--- src/rtl/gfg_spi_master.sv ---
// SPI mode-0 master for the gfg register slave: one 40-bit {cmd, data} frame per request.
// Optional GFG_SPI_MASTER_WRITE_VERIFY_EN adds an automatic readback after every write and flags mismatches on o_err.
module gfg_spi_master #(
  parameter int CLK_DIV    = 4,
  parameter int ADDR_WIDTH = 6,
  parameter int DATA_WIDTH = 32
) (
  input  logic                  i_clk,
  input  logic                  srst_n,
  input  logic                  i_start,
  input  logic                  i_write,
  input  logic [ADDR_WIDTH-1:0] i_addr,
  input  logic [DATA_WIDTH-1:0] i_wdata,
  output logic                  o_busy,
  output logic                  o_done,
  output logic [DATA_WIDTH-1:0] o_rdata,
  output logic                  o_err,
  output logic                  o_spi_clk,
  output logic                  o_spi_mosi,
  input  logic                  i_spi_miso,
  output logic                  o_spi_ss_n
);

  localparam int FW    = 2 + ADDR_WIDTH + DATA_WIDTH;
  localparam int DIV_W = $clog2(CLK_DIV + 1);
  localparam int BIT_W = $clog2(FW);
  localparam logic [DIV_W-1:0] DIV_LAST = DIV_W'(CLK_DIV - 1);
  localparam logic [BIT_W-1:0] BIT_LAST = BIT_W'(FW - 1);
`ifdef GFG_SPI_MASTER_WRITE_VERIFY_EN
  localparam bit VERIFY_EN = 1'b1;
`else
  localparam bit VERIFY_EN = 1'b0;
`endif

  typedef enum logic [2:0] {IDLE, SETUP, SHIFT, HOLD, GAP} state_e;

  state_e                 state_q, state_d;
  logic [DIV_W-1:0]       div_cnt_q, div_cnt_d;
  logic [BIT_W-1:0]       bit_cnt_q, bit_cnt_d;
  logic [FW-1:0]          tx_q, tx_d;
  logic [DATA_WIDTH-1:0]  rx_q, rx_d;
  logic [DATA_WIDTH-1:0]  rdata_q, rdata_d;
  logic [DATA_WIDTH-1:0]  wdata_q, wdata_d;
  logic [ADDR_WIDTH-1:0]  addr_q, addr_d;
  logic                   wr_q, wr_d;
  logic                   vfy_q, vfy_d;
  logic                   sclk_q, sclk_d;
  logic                   ss_n_q, ss_n_d;
  logic                   mosi_q, mosi_d;
  logic                   done_q, done_d;
  logic                   err_q, err_d;
  logic                   tick;

  assign tick = (div_cnt_q == DIV_LAST);

  always_comb begin
    state_d   = state_q;
    div_cnt_d = (state_q == IDLE || tick) ? '0 : div_cnt_q + DIV_W'(1);
    bit_cnt_d = bit_cnt_q;
    tx_d      = tx_q;
    rx_d      = rx_q;
    rdata_d   = rdata_q;
    wdata_d   = wdata_q;
    addr_d    = addr_q;
    wr_d      = wr_q;
    vfy_d     = vfy_q;
    sclk_d    = sclk_q;
    ss_n_d    = ss_n_q;
    mosi_d    = mosi_q;
    done_d    = 1'b0;
    err_d     = 1'b0;
    case (state_q)
      IDLE: if (i_start) begin
        state_d   = SETUP;
        tx_d      = {i_write, 1'b0, i_addr, i_wdata};
        mosi_d    = i_write;
        ss_n_d    = 1'b0;
        bit_cnt_d = '0;
        wr_d      = i_write;
        vfy_d     = 1'b0;
        addr_d    = i_addr;
        wdata_d   = i_wdata;
      end
      SETUP: if (tick) state_d = SHIFT;
      SHIFT: if (tick) begin
        sclk_d = ~sclk_q;
        if (!sclk_q) begin
          rx_d = {rx_q[DATA_WIDTH-2:0], i_spi_miso};
        end else begin
          // falling edge: next bit out; zeros fill behind so MOSI ends low
          tx_d   = tx_q << 1;
          mosi_d = tx_q[FW-2];
          if (bit_cnt_q == BIT_LAST) state_d = HOLD;
          else bit_cnt_d = bit_cnt_q + BIT_W'(1);
        end
      end
      HOLD: if (tick) begin
        state_d = GAP;
        ss_n_d  = 1'b1;
        mosi_d  = 1'b0;
      end
      GAP: if (tick) begin
        if (VERIFY_EN && wr_q && !vfy_q) begin
          state_d   = SETUP;
          tx_d      = {2'b00, addr_q, {DATA_WIDTH{1'b0}}};
          mosi_d    = 1'b0;
          ss_n_d    = 1'b0;
          bit_cnt_d = '0;
          vfy_d     = 1'b1;
        end else begin
          state_d = IDLE;
          done_d  = 1'b1;
          if (!wr_q || vfy_q) rdata_d = rx_q;
          err_d   = VERIFY_EN && vfy_q && (rx_q != wdata_q);
        end
      end
      default: state_d = IDLE;
    endcase
  end

  always_ff @(posedge i_clk) begin
    if (!srst_n) begin
      state_q   <= IDLE;
      div_cnt_q <= '0;
      bit_cnt_q <= '0;
      tx_q      <= '0;
      rx_q      <= '0;
      rdata_q   <= '0;
      wdata_q   <= '0;
      addr_q    <= '0;
      wr_q      <= 1'b0;
      vfy_q     <= 1'b0;
      sclk_q    <= 1'b0;
      ss_n_q    <= 1'b1;
      mosi_q    <= 1'b0;
      done_q    <= 1'b0;
      err_q     <= 1'b0;
    end else begin
      state_q   <= state_d;
      div_cnt_q <= div_cnt_d;
      bit_cnt_q <= bit_cnt_d;
      tx_q      <= tx_d;
      rx_q      <= rx_d;
      rdata_q   <= rdata_d;
      wdata_q   <= wdata_d;
      addr_q    <= addr_d;
      wr_q      <= wr_d;
      vfy_q     <= vfy_d;
      sclk_q    <= sclk_d;
      ss_n_q    <= ss_n_d;
      mosi_q    <= mosi_d;
      done_q    <= done_d;
      err_q     <= err_d;
    end
  end

  assign o_busy     = (state_q != IDLE);
  assign o_done     = done_q;
  assign o_rdata    = rdata_q;
  assign o_spi_clk  = sclk_q;
  assign o_spi_mosi = mosi_q;
  assign o_spi_ss_n = ss_n_q;
`ifdef GFG_SPI_MASTER_WRITE_VERIFY_EN
  assign o_err      = err_q;
`else
  assign o_err      = 1'b0;
`endif

endmodule

--- config.mk ---
export PLATFORM = sky130hd
export DESIGN_NAME = gfg_spi_master
export DESIGN_NICKNAME = d
export VERILOG_FILES = /design/src/rtl/gfg_spi_master.sv
export SDC_FILE = /design/constraint.sdc
export NUM_CORES = 1
export LEC_CHECK = 0
export CAP_MARGIN = 20
export CELL_PAD_IN_SITES_DETAIL_PLACEMENT = 1
export CELL_PAD_IN_SITES_GLOBAL_PLACEMENT = 1
export CORE_UTILIZATION = 39
export CTS_BUF_LIST = sky130_fd_sc_hd__clkbuf_8 sky130_fd_sc_hd__clkbuf_16
export DETAILED_ROUTE_END_ITERATION = 10
export HOLD_SLACK_MARGIN = 0.05
export PLACE_DENSITY = 0.87
export SKIP_LAST_GASP = 1
export SYNTH_ARGS = -nofsm -noshare
export SYNTH_HDL_FRONTEND = slang
export SYNTH_SLANG_ARGS = --single-unit
--- constraint.sdc ---
create_clock -name i_clk -period 2 [get_ports i_clk]
set_input_delay 0.6 -clock i_clk [delete_from_list [all_inputs] [get_ports i_clk]]
set_output_delay 0.6 -clock i_clk [all_outputs]
set_load 0.05 [all_outputs]
# After elaboration in Yosys (flattened, before gate mapping)
# Cells that the tools add are included.
# totals
in_bits	43
out_inout_bits	38
reg_bits	120
elab_cells	73
# classes
bitwise	2
n_reduce_logical	18
muxes	26
addsub	2
n_eq_ne	14
# ops
operator	count
39-bit 2-to-1 mux	3
39-bit one-hot mux with 2 select lines	1
6-bit 2-to-1 mux	4
3-bit 2-to-1 mux	7
2-bit inequality test, second input constant	8
3-bit one-hot mux with 5 select lines	1
6-bit one-hot mux with 2 select lines	1
5-bit AND reduction	2
3-bit by 2-bit == test with 1-bit output, second input constant	3
3-bit AND reduction	3
1-bit 2-to-1 mux	7
7-bit AND reduction	1
6-bit by 1-bit adder with 6-bit output, second input constant	1
6-bit == test, second input constant	1
2-bit AND reduction	3
3-bit nonzero test	2
4-bit AND reduction	1
2-bit nonzero test	2
3-bit by 1-bit adder with 3-bit output, second input constant	1
3-bit by 1-bit == test with 1-bit output, second input constant	1
3-bit == test, second input constant	1
3-bit zero test	1
1-bit one-hot mux with 3 select lines	1
1-bit inverter	2
other kinds (4)	4

# Longest topological paths before layout
# Gate-level depths: netlist of the first run.
# logic_depth
word_depth	5
ltp_mapped	8
depth_no_buf	6

# Worst setup path after synthesis of the first run
# OpenSTA, ideal clock, no wires.
# synth_timing
path_type	reg-to-reg
start	register sclk_q (netlist: o_spi_clk)
end	register bit_cnt_q[5]
synth_period_minus_slack_ps	1865
required_ps	1930
setup_ps	70
setup_slack_ps	135
path_stages_with_launch	5
t_arrival_ps	1794
cell_sequence	dfxtp_1 -> and2_1 -> o21ai_0 -> or4_1 -> a21oi_1
# synth_between
elab_chain_cells	2
# synth_rtl
element	line_no	source
from (decl)	47	logic sclk_q, sclk_d;
from (signal assigned)	149	sclk_q <= sclk_d;
2-bit inequality test (no source line)	n/a	
5-bit AND reduction (no source line)	n/a	
to (signal assigned)	141	bit_cnt_q <= bit_cnt_d;
to (decl)	39	logic [BIT_W-1:0] bit_cnt_q, bit_cnt_d;
# No other way between the ends.
# A chain may end at the register's enable or synchronous reset.

# Worst setup path after layout of the first run
# layout_timing
start	register state_q[2]
end	output port o_busy
# layout_between
elab_chain_cells	1
# layout_rtl
element	line_no	source
from (decl)	37	state_e state_q, state_d;
from (signal assigned)	139	state_q <= state_d;
3-bit nonzero test	157	assign o_busy = (state_q != IDLE);
to (decl)	14	output logic o_busy,
# No other way between the ends.

==> flow_summary.toml, run 1 <==
[outcome]
status = "completed"

[worst_setup_path]
cp_data_arrival_time_ps = 1330
reg2regPathDepth = 5
cp.required_ps = 1400
worstSetupEndpointType = "output port"
slowest_delay_ps = 340
critPathKind = "reg2out"
worst_path_max_delay_cell = "dfxtp_1"
timing.rr.end = "o_rdata[17]"
critPathMaxFanout = 6
reg2reg_from = "state_q[0]"
startpoint_type = "flop"
crit_top_cell = "buf_6"
rrSetupSlack_ps = 170
crit_chain = "buf_6 -> nor3_4 -> inv_1 -> buf_6"

[floorplan]
rows = 40
die_area_um2 = 12800
die_w_um = 113
start_util_pct = 40.0
ios = 81
core-area_um2 = 12100
die_h_um = 113

[hold_path]
hp-start = "div_cnt_q[0]"
min_path_cells = 1
hold_path_class = "reg2reg"
min_to = "div_cnt_q[0]"

[logic_synthesis]
avgSynthCellArea_um2 = 7.99
synth_area_um2 = 4830
synth_nets = 651
synth_cell_types = 47
synth-main-ff-cell = "dfxtp_1"
synthTopCellsByCount = "nand2_1 (217), dfxtp_1 (120), a21oi_1 (58)"
synth_warnings = 0
syn_inst = 604
post-synth-top-area-cell = "dfxtp_1"
post-synth-top-count-cell = "nand2_1"
async_reset_ff_share_pct = 0
synth-edff-count = 0
ys_ff_latch = 120
ys_seq_area_share_pct = 49.8
synthTopCellsByArea = "dfxtp_1 (50%), nand2_1 (17%), a311oi_1 (6.7%)"
synth_top_cell_area_share_pct = 49.8

[timing]
fmax_mhz = 517
worstMarginPinSlew_ps = 634
final_max_slew_viol_count = 0
skew_ps = 7.03
fin_crit_sh_pct = 96.7
min_period_ps = 1930
rsz0062_at_grt = "no"
hold_violations = 0
setup_violations = 0
slew_headroom_pct = 57.2
fin_hold_ws_ps = 417

[run]
cap_violations = 0

[cts]
cts.clk_slew.worst_paths_ps = 50
holdBufCountCts = 0
htree_levels = 4
root_buffer = "clkbuf_16"
cts_buffers = 17
cts_max_path_buffers = 2
cts_tree = "done"
cts_setup_buffers = 0
clock_latency_ps = 420
clkSinkCount = 120

[power]
leakagePower_nw = 2.38
powerDensity_nw_per_um2 = 947
ir_drop_v = 0.000458

[routing]
drtPass1Iterations = 4
wl_um = 12600
vias_per_cell = 5.20
vias = 4478
drtIter0Drc = 314
wl_per_cell_um = 14.6
ant_nets = 0
drcViolationCount = 0

[global_routing]
grt_max_degree = 55
grt_pass1_vias = 4517
grt.overflow.total = 0
grt_pass1_wl_um = 21200
track_usage_pct = 21.0
antenna_found_initial = 0

[place]
io_buffers = 79
hpwl_um = 8390
gp_congestion = 0.764

[layout]
nNetsFinal = 727
drive_gt1_share_pct = 15.3
final_util_pct = 53.3
syn2layout_area_growth_pct = 33.2
antennaDiodeCount = 0
-- per-layer routing --
metal  vias to the layer above  wire, um  track usage (%)  part of all wire, %
met5                         -         0                0                    0
met4                         0       222             8.68                  1.8
met3                        26       545             5.36                  4.3
met2                       106      6500             37.3                   52
met1                      2153      5290             23.9                   42
li1                       2193         -                -                    -
-- final cells by class --
cell class	count	area, um2
timing repair buffer	106	983
sequential	120	2400
multi-input combinational	430	2180
clock inverter	15	204
fill	1418	5630
inverter	5	18.8
tap	168	210
clock buffer	17	425
-- flip-flops by register name, summed over array words and instances, names as in the netlist --
signal and flops:
o_spi_ss_n 1, bit_cnt_q 6, rx_q 32, div_cnt_q 3
o_spi_clk 1, tx_q 39, o_done 1, state_q 3
wr_q 1, o_rdata 32, o_spi_mosi 1
-- critical path: cells and delay by family (launching register included) --
| kind | cells | cell delay, ps |
|---|---|---|
| buffers and inverters | 3 | 380 |
| DFF | 1 | 340 |
| and+or+nand+nor | 1 | 190 |
-- power by group --
| part | switching [mW] | leakage [nW] | internal (mW) |
|---|---|---|---|
| Clock | 1.14 | 0.295 | 2.08 |
| Sequential | 0.0438 | 0.976 | 2.46 |
| Combinational | 0.182 | 1.10 | 0.175 |
-- through the flow --
| stage | std cells | total power, mW | worst slack (ps) | TNS (ps) | cell area, um2 |
|---|---|---|---|---|---|
| floorplan | 604 | 2.73 | 135 | 0 | 4830 |
| global placement | 829 | 2.88 | -156 | -4690 | 5770 |
| detailed placement | 829 | 2.91 | -274 | -7010 | 5770 |
| CTS | 861 | 6.15 | 9.36 | 0 | 6420 |
| global route | 861 | 6.31 | 5.22 | 0 | 6430 |
| finish | 861 | 6.09 | 66.3 | 0 | 6430 |
-- cells in the final DEF (no fill, tap or decap), drive strengths merged, types with 2 or more instances in the layout --
cell type / count
a311oi: 37
clkinvlp: 4
nand2: 217
a41oi: 2
inv: 5
nand3: 4
a21oi: 58
o311ai: 2
nor2: 47
nor2b: 3
nor3: 2
clkdlybuf4s50: 42
clkinv: 7
o21ai: 3
bufinv: 4
nor3b: 3
o211ai: 2
nand4: 5
ha: 4
and3: 3
or3b: 4
a21boi: 13
buf: 64
dfxtp: 120
nand3b: 2
nand2b: 3
o21a: 2
clkbuf: 17
-- worst max path at each step --
stage,start,end,cells after the start
5_1_grt,state_q[2],o_busy,4
3_5_place_dp,i_start,o_spi_mosi,6
6_report,state_q[2],o_busy,4
4_1_cts,state_q[2],o_busy,4
3_3_place_gp,i_start,o_spi_mosi,6
2_1_floorplan,o_spi_clk,bit_cnt_q[5],4
-- timing repair --
item / in CTS / in global routing
resized for setup: 3 / 3
setup endpoints to repair: 1 / 3
cloned: 0 / 0
-- cell families after synthesis --
family	synth area share, %
buf+inv	5.65
other cells	0.0777
fa+ha+maj	1.04
simple gates	25.7
xor+xnor	0.182
compound gates	17.3
flops	49.8
mux	0.207
No activity file was read; power rests on OpenSTA's default activity.
==> run 2: changes to the inputs <==
--- a/config.mk
+++ b/config.mk
@@ -17,3 +17,4 @@
 export SYNTH_ARGS = -nofsm -noshare
 export SYNTH_HDL_FRONTEND = slang
 export SYNTH_SLANG_ARGS = --single-unit
+export TNS_END_PERCENT = 5
==> flow_summary.toml, run 2 (synthesis gave the netlist of run 1 again) <==
[outcome]
status = "completed"

[timing]
fin_ws_ps = 44.3
rsz0062_at_grt = "yes"
hold_violations = 0
fin_crit_sh_pct = 97.8
fmax_mhz = 511
final_max_slew_viol_count = 0
finalSetupTns_ps = 0
fin_hold_ws_ps = 418
skew_ps = 7.17
slew_headroom_pct = 57.2
worstMarginPinSlew_ps = 634
setup_violations = 0
min_period_ps = 1960

[floorplan]
die_area_um2 = 12800
die_h_um = 113
die_w_um = 113
ios = 81
core-area_um2 = 12100
rows = 40
start_util_pct = 40.0

[layout]
top_register = "tx_q"
antennaDiodeCount = 0
layout_common_cells = "nand2_1 (217), dfxtp_1 (120), a21oi_1 (58), buf_4 (57), nor2_1 (47)"
drive_gt1_share_pct = 15.2
largest_reg_flops = 39
fill_cells = 1418
final_common_cell = "nand2_1"
syn2layout_area_growth_pct = 33.1
nNetsFinal = 727

[global_routing]
grt_pass1_wl_um = 21200
grt_max_degree = 55
antenna_found_initial = 0
grt.overflow.total = 0
track_usage_pct = 21.0
grt_pass1_vias = 4517

[place]
io_buffers = 79
hpwl_um = 8390
gp_congestion = 0.764
dp_slack_ps = -274

[worst_setup_path]
startpoint_type = "flop"
reg2reg_from = "div_cnt_q[0]"
critPathKind = "reg2out"
cp_data_arrival_time_ps = 1360
worst_path_max_delay_cell = "dfxtp_1"
critPathMaxFanout = 6
worstSetupEndpointType = "output port"
slowest_delay_ps = 340
crit_chain = "buf_4 -> nor3_4 -> inv_1 -> buf_6"
cp.required_ps = 1400
startpoint = "state_q[2]"

[routing]
drtIter0Drc = 314
wl_um = 12500
ant_nets = 0
drcViolationCount = 0
vias = 4481
drtPass1Iterations = 4
vias_per_cell = 5.20
wl_per_cell_um = 14.6

[cts]
cts_buffers = 17
cts.clk_slew.worst_paths_ps = 50
clock_latency_ps = 420
root_buffer = "clkbuf_16"
cts_max_path_buffers = 2
clkSinkCount = 120
holdBufCountCts = 0
htree_levels = 4
cts_tree = "done"

[hold_path]
hp-start = "div_cnt_q[0]"
hold_path_class = "reg2reg"

[power]
powerDensity_nw_per_um2 = 947
leakagePower_nw = 2.38
ir_drop_v = 0.000459

[run]
cap_violations = 0
run 2: cell counts in the layout (fill, tap and decap cells not counted):
Identical to the previous run, type by type.
run 2: area by class of cell:
cell class              count  area (um2)  share of cell area (%)
clock buffers              17         425                    6.62
multi-input cells         430        2180                    34.0
inverters                   5        18.8                   0.292
flip-flops and latches    120        2400                    37.4
clock inverters            15         204                    3.18
repair buffers            106         980                    15.3
well taps                 168         210                    3.27
run 2: timing repair:
item / 4_1_cts / 5_1_grt
endpoints found under the hold margin: 0 / 0
setup buffers: 0 / 0
gates cloned: 0 / 0
pin swaps: 0 / 0
setup endpoints to repair: 1 / 3
gates resized for setup: 3 / 1
run 2: final timing paths:
| path | endpoint | slack [ps] | cells past startpoint |
|---|---|---|---|
| min | div_cnt_q[0] | 420 | 1 |
| max | o_busy | 40 | 4 |
| max reg2reg | bit_cnt_q[5] | 100 | 6 |
| min reg2reg | div_cnt_q[0] | 420 | 1 |
run 2: layer usage:
layer	global-route usage, %	wire [um]	vias to the layer above
met4	8.68	220	0
met2	37.3	6490	104
met5	0	0	-
met3	5.36	521	25
met1	23.9	5300	2160
li1	-	-	2192
run 2: power by group:
group | switching (mW) | internal, mW
logic | 0.182 | 0.175
clock network | 1.13 | 2.08
registers | 0.0438 | 2.46
total | 1.36 | 4.72
run 2: through the flow:
stage / area (um2) / std cells / power [mW] / util, %
3_3_place_gp: 5770 / 829 / 2.88 / 47.9
5_1_grt: 6420 / 861 / 6.31 / 53.2
4_1_cts: 6420 / 861 / 6.15 / 53.2
6_report: 6420 / 861 / 6.08 / 53.2
2_1_floorplan: 4830 / 604 / 2.73 / -
3_5_place_dp: 5770 / 829 / 2.91 / 47.9
run 2: critical path: cells and delay by family, from the launching register on:
family,cells,cell delay [ps]
and+or+nand+nor,1,200
DFF,1,340
buffers and inverters,3,400
